### config.mk
export PLATFORM = sky130hd
export DESIGN_NAME = vram_if
export DESIGN_NICKNAME = d
export VERILOG_FILES = /design/src/rtl/vram_if.sv
export SDC_FILE = /design/constraint.sdc
export NUM_CORES = 1
export LEC_CHECK = 0
export ABC_CLOCK_PERIOD_IN_PS = 1700
export CORE_MARGIN = 2
export CORE_UTILIZATION = 37
export DETAILED_ROUTE_END_ITERATION = 10
export HOLD_SLACK_MARGIN = 0.05
export PLACE_DENSITY = 0.82
export SLEW_MARGIN = 20
export SYNTH_ARGS = -nofsm -noshare
export SYNTH_HDL_FRONTEND = slang
export SYNTH_SLANG_ARGS = --single-unit
### constraint.sdc
create_clock -name clk -period 1.7 [get_ports clk]
set_input_delay 0.255 -clock clk [delete_from_list [all_inputs] [get_ports clk]]
set_output_delay 0.255 -clock clk [all_outputs]
set_load 0.05 [all_outputs]
### src/rtl/vram_if.sv
// vram_if -- VRAM arbiter and bus-master region router.
//
// Connects a 6502 bus-master port and a video-composer fetch port to one
// synchronous VRAM (32-bit words, byte write enables, one-cycle read
// latency). Bus-master addresses with bm_addr[19:17] != 0 are forwarded
// to a pass-through I/O port instead.
//
// Ports:
//   clk, rst_n          clock, asynchronous active-low reset
//   bm_addr/wrdata      bus-master byte address / write data
//   bm_strobe/write     single-cycle access request, write qualifier
//   bm_rddata           read data, valid the cycle after a read strobe,
//                       then held until the next read completes
//   fetch_addr/strobe   composer word request, held until fetch_ack
//   fetch_ack           request granted this cycle
//   fetch_rddata/valid  fetched word, valid pulse one cycle after ack
//   ram_*               VRAM port (address, write data, byte enables,
//                       write, read data one cycle after address)
//   io_*                I/O pass-through port (io_rddata sampled the
//                       cycle after io_strobe)
//
// Optional feature (macro VRAMIF_STALL_COUNT_EN):
//   stall_cnt_clr       clears the stall counter (wins over increment)
//   fetch_stall_cnt     saturating count of cycles with fetch_strobe=1
//                       and fetch_ack=0
//
// Every output reads 0 while rst_n is low.
module vram_if #(
  parameter int VRAM_WORD_AW = 15,
  parameter int STALL_CNT_W  = 16
) (
  input  logic                    clk,
  input  logic                    rst_n,
  input  logic [19:0]             bm_addr,
  input  logic [7:0]              bm_wrdata,
  input  logic                    bm_strobe,
  input  logic                    bm_write,
  output logic [7:0]              bm_rddata,
  input  logic [VRAM_WORD_AW-1:0] fetch_addr,
  input  logic                    fetch_strobe,
  output logic                    fetch_ack,
  output logic [31:0]             fetch_rddata,
  output logic                    fetch_valid,
  output logic [VRAM_WORD_AW-1:0] ram_addr,
  output logic [31:0]             ram_wrdata,
  output logic [3:0]              ram_wrbytesel,
  output logic                    ram_write,
  input  logic [31:0]             ram_rddata,
  output logic [16:0]             io_addr,
  output logic [7:0]              io_wrdata,
  output logic                    io_strobe,
  output logic                    io_write,
  input  logic [7:0]              io_rddata
`ifdef VRAMIF_STALL_COUNT_EN
  ,
  input  logic                    stall_cnt_clr,
  output logic [STALL_CNT_W-1:0]  fetch_stall_cnt
`endif
);

  logic                    is_io_p0;
  logic                    bm_vram_p0;
  logic                    bm_io_p0;
  logic [VRAM_WORD_AW-1:0] addr_mux_p0;
  logic                    grant_fetch_p0;

  logic                    rd_vld_p1;
  logic                    rd_io_p1;
  logic [1:0]              rd_lane_p1;
  logic [7:0]              rd_hold_p1;
  logic [7:0]              rd_byte_p1;
  logic                    fetch_vld_p1;
  logic [31:0]             fetch_hold_p1;
  logic [VRAM_WORD_AW-1:0] addr_hold_p1;

  // Stage p0: region decode and port arbitration (combinational)
  assign is_io_p0   = |bm_addr[19:17];
  assign bm_vram_p0 = bm_strobe & ~is_io_p0;
  assign bm_io_p0   = bm_strobe & is_io_p0;

  // A CPU VRAM access always wins; the composer is served otherwise.
  // With no request the RAM address parks on its last value.
  always_comb begin
    addr_mux_p0    = addr_hold_p1;
    grant_fetch_p0 = 1'b0;
    if (bm_vram_p0) begin
      addr_mux_p0 = bm_addr[VRAM_WORD_AW+1:2];
    end else if (fetch_strobe) begin
      addr_mux_p0    = fetch_addr;
      grant_fetch_p0 = 1'b1;
    end
  end

  always_comb begin
    ram_addr      = '0;
    ram_wrdata    = '0;
    ram_wrbytesel = '0;
    ram_write     = 1'b0;
    fetch_ack     = 1'b0;
    io_addr       = '0;
    io_wrdata     = '0;
    io_write      = 1'b0;
    io_strobe     = 1'b0;
    if (rst_n) begin
      ram_addr  = addr_mux_p0;
      fetch_ack = grant_fetch_p0;
      if (bm_vram_p0 && bm_write) begin
        ram_write     = 1'b1;
        ram_wrdata    = {4{bm_wrdata}};
        ram_wrbytesel = 4'b0001 << bm_addr[1:0];
      end
      io_addr   = bm_addr[16:0];
      io_wrdata = bm_wrdata;
      io_write  = bm_write;
      io_strobe = bm_io_p0;
    end
  end

  // Stage p1: read/fetch tracking registers, RAM data returns this stage
  always_ff @(posedge clk or negedge rst_n) begin
    if (!rst_n) begin
      rd_vld_p1     <= 1'b0;
      rd_io_p1      <= 1'b0;
      rd_lane_p1    <= '0;
      rd_hold_p1    <= '0;
      fetch_vld_p1  <= 1'b0;
      fetch_hold_p1 <= '0;
      addr_hold_p1  <= '0;
    end else begin
      rd_vld_p1    <= bm_strobe & ~bm_write;
      rd_io_p1     <= is_io_p0;
      rd_lane_p1   <= bm_addr[1:0];
      fetch_vld_p1 <= grant_fetch_p0;
      addr_hold_p1 <= addr_mux_p0;
      if (rd_vld_p1) begin
        rd_hold_p1 <= rd_byte_p1;
      end
      if (fetch_vld_p1) begin
        fetch_hold_p1 <= ram_rddata;
      end
    end
  end

  // Read data is steered straight from the inputs in the return cycle so
  // the CPU sees it with exactly one cycle of latency; the hold registers
  // keep the value visible afterwards.
  assign rd_byte_p1   = rd_io_p1 ? io_rddata : ram_rddata[8*rd_lane_p1 +: 8];
  assign bm_rddata    = rd_vld_p1 ? rd_byte_p1 : rd_hold_p1;
  assign fetch_valid  = fetch_vld_p1;
  assign fetch_rddata = fetch_vld_p1 ? ram_rddata : fetch_hold_p1;

`ifdef VRAMIF_STALL_COUNT_EN
  function automatic logic [STALL_CNT_W-1:0] sat_inc(input logic [STALL_CNT_W-1:0] v);
    return (&v) ? v : v + 1'b1;
  endfunction

  // Stage p1: stall counter
  always_ff @(posedge clk or negedge rst_n) begin
    if (!rst_n) begin
      fetch_stall_cnt <= '0;
    end else if (stall_cnt_clr) begin
      fetch_stall_cnt <= '0;
    end else if (fetch_strobe && !grant_fetch_p0) begin
      fetch_stall_cnt <= sat_inc(fetch_stall_cnt);
    end
  end
`endif

endmodule

## Word level (Yosys, flattened, before mapping)

Index checks and enable logic that the tools add are counted.
Widths: inputs -> output; s select.

| operators by class | value |
|---|---|
| shift operators | 2 |
| multiplexer cells | 19 |
| bitwise logic cells | 5 |
| reductions and logical operators | 2 |

Operator list:

| operator | number |
|---|---|
| $mux 32 | 3 |
| $mux 15 | 3 |
| $shiftx 32x6->8 | 1 |
| $mux 8 | 3 |
| $mux 17 | 1 |
| $mux 4 | 2 |
| $mux 1 | 7 |
| $shl 1x2->4 const A | 1 |
| $and 1x1->1 | 3 |
| $reduce_or 3->1 | 1 |
| $not 1->1 | 2 |
| $logic_and 1x1->1 | 1 |

| word-level totals | value |
|---|---|
| register bits | 60 |
| input port bits | 88 |
| output and inout port bits | 121 |
| logic and storage cells | 35 |

## Depth between registers and ports, before layout

Gate-level depths: netlist (run 1).

| depth | value |
|---|---|
| depth after elaboration | 6 |
| gate-level depth with buffers | 5 |
| mapped depth without buffers | 4 |

## Least setup slack after synthesis (run 1)

Ideal clock, no wire load.

| timing | value |
|---|---|
| path type | input -> output |
| from | input port bm_addr[18] |
| to | output port ram_wrbytesel[0] |
| data arrival time | 1.925 ns |
| data required time | 1.445 ns |
| slack | -0.480 ns |
| stages | 4 |
| buffers on the path | 1 |
| cell sequence | nor4b_4 > buf_6 > nand2_4 > nor3_1 |

| on the way | value |
|---|---|
| cells in the longest elaborated chain, start to end | 6 |

RTL lines:

| element | line | RTL |
|---|---|---|
| start: declaration | 34 | `input logic [19:0] bm_addr,` |
| $reduce_or 3->1 | 77 | `assign is_io_p0 = \|bm_addr[19:17];` |
| $not 1->1 | 78 | `assign bm_vram_p0 = bm_strobe & ~is_io_p0;` |
| $and 1x1->1 | 78 |  |
| $logic_and 1x1->1 | 107 | `if (bm_vram_p0 && bm_write) begin` |
| $mux 4 | 107 |  |
| $mux 4 | 104 | `if (rst_n) begin` |
| end: declaration | 46 | `output logic [3:0] ram_wrbytesel,` |

No other way between the ends.

## Final worst setup path (run 1)

| timing | value |
|---|---|
| from | register rd_lane_p1[0] |
| to | output port bm_rddata[0] |

| on the way | value |
|---|---|
| cells in the longest elaborated chain, start to end | 3 |

RTL lines:

| element | line | RTL |
|---|---|---|
| start: declaration | 69 | `logic [1:0] rd_lane_p1;` |
| start signal: assignment | 132 | `rd_lane_p1 <= bm_addr[1:0];` |
| $shiftx 32x6->8 | 147 | `assign rd_byte_p1 = rd_io_p1 ? io_rddata : ram_rddata[8*rd_lane_p1 +: 8];` |
| $mux 8 | 147 |  |
| $mux 8 | -- |  |
| end: declaration | 38 | `output logic [7:0] bm_rddata,` |

No other way between the ends.

==> impl_metrics.csv, run 1 <==
group,metric,value,unit
status,status,"complete, but fails checks",
status,violations,"negative setup slack",
placement,gp_congestion,0.8216,
timing,holdWs,0.2101,ns
synth,synth_top_family_by_area,"simple AND/OR/NAND/NOR gates",
timing,min_period,2.239,ns
worst_setup_path,setup.worst_path.end_class,"output pin",
pwr,pwr-share-comb,46.9,%
worst_setup_path,r2r-start,"rd_lane_p1[0]",
pwr,p_leak,3.379,nW
route,drtAntennaViolNets,0,
timing,finalMaxSlewViolations,0,
placement,dp_slack,-0.4137,ns
route,drt_wl_total,16120,um
worst_setup_path,worstSetupPathType,"reg2out",
pwr,p_clk_share,21.9,%
timing,finalSetupViolations,88,
route,viasPerCell,5.328,
clocking,root_buffer,"clkbuf_8",
worst_setup_path,ff2ff_path_depth,6,
worst_setup_path,startpoint_type,"flop",
route,num_vias,3447,
clocking,clk_latency,0.34,ns
final_layout,most-common-layout-cells,"buf_12, clkdlybuf4s50_1, dfrtp_1",
worst_setup_path,startpoint,"rd_lane_p1[0]",
pwr,netSwitchingFraction,36.05,%
worst_setup_path,reg2reg_setup_slack,-0.15,ns
pwr,vdd_ir_drop_max,346.4,uV
pwr,p_int,3.398,mW
clocking,cts_sinks,60,
synth,postSynthCellCount,290,
floorplanning,fp.dieW,98.67,um
floorplanning,start_util,38.02,%
final_layout,antennaDiodeCount,0,
placement,hpwl,8585,um
clocking,cts_buffers,9,
timing,post-route-period-util,131.7,%
route,routedWlPerCell,24.91,um
timing,worstMarginPinSlew,0.6766,ns
synth,synth.avg_cell_area,11.43,um2
flow_run,drv_cap,0,
pwr,power_switching,1.916,mW
final_layout,final_common_cell,"buf_12",
hold_path,hold_path_class,"in2async",
floorplanning,row_count,34,
pwr,seqPwrFrac,31.2,%
worst_setup_path,arrival,1.98,ns
floorplanning,die_h,98.67,um
clocking,clk_pin_slew,0.07,ns
clocking,clk_path_buf_depth,2,
timing,clock_skew,0.01467,ns
final_layout,area_growth,128.2,%
floorplanning,io_pins,209,
synth,yosys.area_share.simple,21.74,%
route,drc,0,
synth,synth_area,3316,um2
worst_setup_path,r2r_end,"rd_hold_p1[0]",
synth,synth_adder_area_share,0,%
worst_setup_path,cp.required,1.44,ns
floorplanning,die_area,9735,um2
timing,rsz0062_at_grt,"yes",
final_layout,drive_gt1_share,57.33,%
synth,ys_seq_area_share,45.28,%
timing,slew_headroom,54.89,%
pwr,power.density,702.2,nW/um2
clocking,cts_max_level,3,
route,drt_iter0_drc,135,
global_routing,antenna_found_initial,0,
placement,numPortBuffers,208,
synth,synth_mux_area_share,18.72,%
final_layout,fillers,374,
synth,ys_ff_latch,60,
global_routing,grt_max_degree,34,
route,drt_first_pass_iters,4,
synth,syn_nets,378,
worst_setup_path,path_max_fanout,8,
global_routing,grt_pass1_wl,21760,um
synth,synthXorXnorAreaFrac,0,%
global_routing,grt_pass1_vias,3728,
global_routing,gr-total-overflow,0,
clocking,cts_tree,"yes",
timing,max_freq,0.4467,GHz
synth,ys_warn_count,0,
timing,final-hold-violation-count,0,
final_layout,final_nets,623,
floorplanning,core-area,8721,um2
global_routing,grt_usage,29.27,%
synth,synthDistinctLibCells,21,
timing,setup_ws,-0.5387,ns
synth,synth_compound_area_share,5.170,%
-- how the worst max path moves through the flow --
stage / end / cells after the start
after global routing: bm_rddata[0] / 5
after CTS: bm_rddata[2] / 5
after floorplan: bm_rddata[5] / 4
after detailed placement: ram_wrdata[22] / 5
final: bm_rddata[0] / 5
after global placement: ram_wrdata[26] / 5
-- through the flow --
stage / setup TNS [ns] / power [mW] / area [um2] / util (%) / std cells
floorplan: -0.1810 / 2.724 / 3379 / - / 290
global placement: -21.63 / 3.583 / 6240 / 71.55 / 587
CTS: -7.967 / 5.059 / 7331 / 84.06 / 631
global route: -16.41 / 5.467 / 7567 / 86.77 / 647
detailed placement: -22.73 / 3.628 / 6240 / 71.55 / 587
finish: -12.27 / 5.314 / 7567 / 86.77 / 647
-- repair_timing --
action / 4_1_cts / 5_1_grt
hold endpoints to repair: 17 / 0
pin swaps: 14 / 21
resized for setup: 131 / 61
hold buffers: 2 / 0
cloned: 12 / 1
setup endpoints to repair: 94 / 96
buffers inserted: 15 / 29
-- synth_stat cells --
cell	instances	area, um2
a211o_1	15	131.4
buf_4	26	195.2
mux4_2	8	180.2
a21oi_1	8	40.04
dfrtp_1	60	1501
buf_6	3	33.78
nor4b_4	1	23.77
and3_1	25	156.4
mux2i_1	8	80.08
nand2b_1	15	93.84
and2_1	42	262.8
inv_2	1	3.750
buf_2	7	35.03
nor2_1	8	30.03
nor2b_1	17	106.4
clkbuf_1	9	33.78
nor3_1	1	5.000
nand2_4	1	11.26
or3_1	1	6.260
nor3b_2	2	25.02
mux2_2	32	360.4
-- worst max-delay path, cell delays in order, from the launching register on --
cell,delay (ns)
dfrtp_1,0.37
buf_12,0.15
mux4_2,0.55
mux2i_2,0.25
a21oi_2,0.14
buf_6,0.20
-- registers in the layout (all words and copies together) (netlist names) --
name	cells
addr_hold_p1	15
fetch_hold_p1	32
fetch_valid	1
rd_hold_p1	8
rd_io_p1	1
rd_lane_p1	2
rd_vld_p1	1
-- logic make-up after synthesis --
| logic type | after synthesis |
|---|---|
| compound gates | 23 |
| flops | 60 |
| mux | 48 |
| simple gates | 113 |
| buf+inv | 46 |
-- layout make-up --
class	instances	area, um2	share of cell area, %
tap	108	135.1	1.786
inverter	1	6.256	0.08267
sequential	60	1503	19.86
clock buffer	13	158.9	2.100
clock inverter	2	10.01	0.1323
timing repair buffer	279	3806	50.30
multi-input combinational	184	1948	25.74
-- per-layer routing --
| layer | routed length, um | global-route usage (%) | vias to the layer above | part of all wire (%) |
|---|---|---|---|---|
| li1 | - | - | 1478 | - |
| met2 | 8734 | 54.84 | 202 | 54 |
| met1 | 5685 | 32.45 | 1729 | 35 |
| met3 | 1206 | 7.589 | 38 | 7.5 |
| met4 | 491 | 8.641 | 0 | 3.0 |
| met5 | 0 | 0 | - | 0 |
-- power by group through the flow --
stage	logic [mW]	registers (mW)	clock network (mW)
final	2.49	1.66	1.16
after global routing	2.57	1.67	1.23
after CTS	2.28	1.64	1.14
after detailed placement	1.97	1.66	0
after global placement	1.93	1.65	0
after floorplan	1.08	1.64	0
Power figures use the tool's default switching activity.
==> run 2, diff against run 1 <==
Settings changed: CTS_CLUSTER_SIZE from default to 10, SETUP_SLACK_MARGIN from default to 0.05.
==> impl_metrics.csv, run 2 (synthesized netlist as in run 1, its figures left out) <==
group,metric,value,unit
timing,worstMarginPinSlew,0.5021,ns
clocking,cts_tree,"yes",
pwr,vdd_ir_drop_max,462.0,uV
floorplanning,die_area,9735,um2
final_layout,drive_gt1_share,56.65,%
clocking,root_buffer,"clkbuf_8",
final_layout,final_common_cell,"buf_12",
worst_setup_path,startpoint_type,"flop",
route,drc,0,
timing,min_period,2.183,ns
timing,rsz0062_at_grt,"yes",
timing,slew_headroom,66.42,%
route,routedWlPerCell,23.32,um
worst_setup_path,cp_num_buf_inv,2,
clocking,cts_max_level,3,
final_layout,fillers,336,
route,drt_first_pass_iters,5,
final_layout,area_growth,131.4,%
clocking,clk_path_buf_depth,2,
global_routing,grt_pass1_vias,3734,
global_routing,grt_usage,30.42,%
timing,final-hold-violation-count,0,
global_routing,antenna_found_initial,0,
route,drt_iter0_drc,104,
final_layout,most-common-layout-cells,"buf_12, clkdlybuf4s50_1, dfrtp_1",
clocking,clk_latency,0.33,ns
timing,finalSetupViolations,65,
timing,clock_skew,0.006624,ns
floorplanning,die_h,98.67,um
final_layout,largest_reg_flops,32,
pwr,power.density,701.3,nW/um2
clocking,clk_pin_slew,0.07,ns
clocking,cts_buffers,9,
worst_setup_path,arrival,1.93,ns
timing,post-route-period-util,128.4,%
flow_run,drv_cap,0,
placement,hpwl,8978,um
floorplanning,fp.dieW,98.67,um
worst_setup_path,cp.depth,5,
placement,gp_congestion,0.8141,
route,num_vias,3318,
final_layout,final_nets,609,
pwr,finalPower,5.380,mW
timing,fin_tns_setup,-5.296,ns
worst_setup_path,worst_path_dominant_cell_family,"multiplexers",
global_routing,gr-total-overflow,0,
worst_setup_path,worstSetupPathType,"reg2out",
pwr,p_leak,3.407,nW
route,viasPerCell,5.233,
final_layout,largest-register,"fetch_hold_p1",
worst_setup_path,ff2ff_path_depth,6,
global_routing,grt_pass1_wl,22410,um
final_layout,reg.largest.list,"fetch_hold_p1 x32, addr_hold_p1 x15, rd_hold_p1 x8",
floorplanning,start_util,38.02,%
clocking,cts_sinks,60,
final_layout,antennaDiodeCount,0,
worst_setup_path,setup.worst_path.end_class,"output pin",
status,violations,"negative setup slack",
floorplanning,core-area,8721,um2
timing,setup_ws,-0.4830,ns
final_layout,post-route-util,87.96,%
timing,finalMaxSlewViolations,0,
worst_setup_path,cp_slowest_cell,"mux4_2",
worst_setup_path,cp.required,1.44,ns
worst_setup_path,cpPeakStageDelay,0.51,ns
route,drtAntennaViolNets,0,
timing,max_freq,0.4581,GHz
worst_setup_path,crit_chain,"buf_12 > mux4_2 > mux2i_1 > a21oi_2 > buf_6",
hold_path,hold_path_class,"in2async",
global_routing,grt_max_degree,34,
placement,numPortBuffers,208,
floorplanning,io_pins,209,
floorplanning,row_count,34,
status,status,"complete, but fails checks",
worst_setup_path,path_max_fanout,8,
route,drt_wl_total,14790,um
placement,dp_slack,-0.4198,ns
-- run 2: worst paths after layout --
path | startpoint | end | slack [ns]
max in group asynchronous | rst_n | fetch_valid | 0.65
hold / removal | rst_n | fetch_hold_p1[5] | 0.1
min in group clk | bm_strobe | rd_vld_p1 | 0.20
hold reg to reg | fetch_hold_p1[19] | fetch_hold_p1[19] | 0.51
setup reg to reg | rd_lane_p1[0] | rd_hold_p1[5] | -0.04
setup / recovery | rd_lane_p1[0] | bm_rddata[0] | -0.48
-- run 2: per-stage QoR --
step,hold slack (ns),std cells,area [um2]
global placement,0.2767,589,6741
global route,0.1077,634,7671
finish,0.09990,634,7671
CTS,0.09009,633,7709
detailed placement,0.2747,589,6741
floorplan,-0.04059,290,3512
-- run 2: final cells by class --
cell class	instances	area, um2	area share [%]
Multi-Input combinational cell	184	1968	25.66
Sequential cell	60	1503	19.59
Timing Repair Buffer	265	3882	50.61
Clock inverter	6	38.79	0.5056
Inverter	1	6.256	0.08155
Tap cell	108	135.1	1.762
Clock buffer	10	137.6	1.794
-- run 2: repair_timing --
action	CTS	global route
endpoints found under the hold margin	41	0
setup buffers	15	13
setup endpoints to repair	95	98
pin swaps	31	16
gates cloned	11	0
resized for setup	104	20
hold buffers	2	0
-- run 2: power breakdown --
| part | total (mW) | internal (mW) | switching, mW |
|---|---|---|---|
| Sequential | 1.65 | 1.58 | 0.0658 |
| Combinational | 2.57 | 1.30 | 1.27 |
| Clock | 1.16 | 0.566 | 0.598 |
-- run 2: worst min-delay path, stage by stage --
cell	delay (ns)
buf_4	0.13
buf_12	0.18
buf_12	0.22
-- run 2: per-layer routing --
metal | global-route usage (%) | vias to the layer above | part of all wire [%]
met4 | 11.38 | 0 | 3.1
met2 | 57.40 | 176 | 55
li1 | - | 1441 | -
met1 | 33.92 | 1661 | 36
met5 | 0 | - | 0
met3 | 5.461 | 40 | 6.1
==> run 3, diff against run 2 <==
Settings changed: CORE_MARGIN 2 to 10.
==> impl_metrics.csv, run 3 (synthesized netlist as in run 1, its figures left out) <==
group,metric,value,unit
status,status,"complete, but fails checks",
status,violations,"negative setup slack",
final_layout,largest_reg_flops,32,
floorplanning,row_count,34,
route,drt_wl_total,18270,um
clocking,cts_buffers,9,
final_layout,antennaDiodeCount,0,
route,drt_iter0_drc,205,
timing,finalMaxSlewViolations,0,
flow_run,drv_cap,0,
route,drtAntennaViolNets,0,
floorplanning,start_util,38.02,%
final_layout,most-common-layout-cells,"buf_12, clkdlybuf4s50_1, dfrtp_1",
clocking,cts_sinks,60,
timing,slew_headroom,47.41,%
pwr,finalPower,5.657,mW
worst_setup_path,r2r-start,"rd_lane_p1[1]",
pwr,p_leak,3.521,nW
global_routing,gr-total-overflow,0,
pwr,power.density,714.4,nW/um2
worst_setup_path,cpPeakStageDelay,0.69,ns
placement,dp_slack,-0.4376,ns
final_layout,stdcell_area,7919,um2
timing,max_freq,0.4486,GHz
clocking,cts_max_level,3,
final_layout,area_growth,138.8,%
clocking,cts_tree,"yes",
floorplanning,io_pins,209,
timing,worstMarginPinSlew,0.7862,ns
placement,gp_congestion,0.8221,
route,drt_first_pass_iters,4,
worst_setup_path,path_max_fanout,8,
clocking,clk_latency,0.33,ns
clocking,clk_path_buf_depth,2,
worst_setup_path,cp_num_buf_inv,1,
final_layout,reg.largest.list,"fetch_hold_p1 x32, addr_hold_p1 x15, rd_hold_p1 x8",
global_routing,grt_pass1_vias,3861,
floorplanning,die_area,13150,um2
global_routing,grt_pass1_wl,25720,um
timing,rsz0062_at_grt,"yes",
global_routing,antenna_found_initial,0,
floorplanning,core-area,8721,um2
clocking,clk_pin_slew,0.07,ns
hold_path,hold_path_class,"in2reg",
global_routing,grt_max_degree,33,
worst_setup_path,crit_chain,"mux4_2 > mux2i_2 > a21oi_2 > buf_6",
worst_setup_path,startpoint_type,"flop",
timing,post-route-period-util,131.1,%
route,drc,0,
floorplanning,fp.dieW,114.7,um
placement,numPortBuffers,208,
final_layout,fillers,300,
worst_setup_path,arrival,1.97,ns
final_layout,final_common_cell,"buf_12",
placement,hpwl,10410,um
hold_path,holdCritStartpoint,"bm_strobe",
pwr,vdd_ir_drop_max,460.8,uV
worst_setup_path,worstSetupPathType,"reg2out",
worst_setup_path,startpoint,"rd_lane_p1[1]",
worst_setup_path,worst_path_dominant_cell_family,"flip-flops",
timing,final-hold-violation-count,0,
global_routing,grt_usage,25.56,%
worst_setup_path,cp.required,1.44,ns
final_layout,largest-register,"fetch_hold_p1",
timing,setup_ws,-0.5291,ns
timing,clock_skew,0.009644,ns
timing,fin_tns_setup,-12.28,ns
floorplanning,die_h,114.7,um
final_layout,drive_gt1_share,58.75,%
route,routedWlPerCell,28.06,um
clocking,root_buffer,"clkbuf_8",
worst_setup_path,setup.worst_path.end_class,"output pin",
timing,min_period,2.229,ns
final_layout,final_nets,627,
worst_setup_path,cp_slowest_cell,"dfrtp_1",
route,num_vias,3448,
placement,post_dp_cell_area,6719,um2
route,viasPerCell,5.296,
timing,finalSetupViolations,92,
## run 3: changes by cell type in the layout (fill, tap and decap cells not counted), sizes merged
cell / before / now
buf: 181 / 198
clkinv: 3 / 1
bufinv: 0 / 1
clkdlybuf4s15: 0 / 1
dlygate4sd3: 1 / 2
inv: 2 / 1
## run 3: layer usage
layer	up-vias	part of all wire, %	GRT usage [%]
met3	36	8.4	8.543
met5	-	0	0
met1	1733	34	26.63
met2	199	55	47.45
li1	1480	-	-
met4	0	3.0	6.850
## run 3: worst paths after layout
path                                     end  slack [ns]  cells past startpoint
max                             bm_rddata[1]       -0.53                      4
min                                rd_vld_p1        0.27                      2
max reg2reg                    rd_hold_p1[1]       -0.03                      4
min reg2reg                fetch_hold_p1[19]        0.52                      1
max in group asynchronous    addr_hold_p1[1]        0.27                      3
min in group asynchronous  fetch_hold_p1[30]        0.37                      3
## run 3: what timing repair did
action / in CTS / in global routing
cloned: 12 / 0
setup buffers: 27 / 22
hold endpoints to repair: 28 / 0
pin swaps: 22 / 15
hold buffers: 2 / 0
setup endpoints to repair: 94 / 98
gates resized for setup: 112 / 21
## run 3: layout make-up
class	instances	area [um2]	area share (%)
repair buffers	283	4064	51.32
flip-flops and latches	60	1503	18.98
clock buffers	11	141.4	1.785
inverters	1	6.256	0.07900
clock inverters	4	50.05	0.6320
multi-input cells	184	2019	25.50
well taps	108	135.1	1.706
## run 3: per-stage QoR
| stage | cells | util, % | hold slack [ns] |
|---|---|---|---|
| 6_report | 651 | 90.80 | 0.2691 |
| 5_1_grt | 651 | 90.80 | 0.2535 |
| 4_1_cts | 642 | 90.06 | 0.2276 |
| 3_5_place_dp | 586 | 77.04 | 0.2598 |
| 3_3_place_gp | 586 | 77.04 | 0.2571 |
| 2_1_floorplan | 290 | - | -0.04059 |
## run 3: worst reg2reg max path, stage by stage (launching register included)
cell	delay, ns
dfrtp_1	0.69
mux4_2	0.42
mux2i_2	0.24
a21oi_2	0.12
buf_4	0.15
## run 3: report_power, final
| part | switching [mW] | leakage, nW | internal, mW |
|---|---|---|---|
| combinational | 1.33 | 2.73 | 1.37 |
| sequential | 0.0710 | 0.697 | 1.58 |
| clock | 0.596 | 0.0914 | 0.708 |
| total | 2.00 | 3.52 | 3.66 |
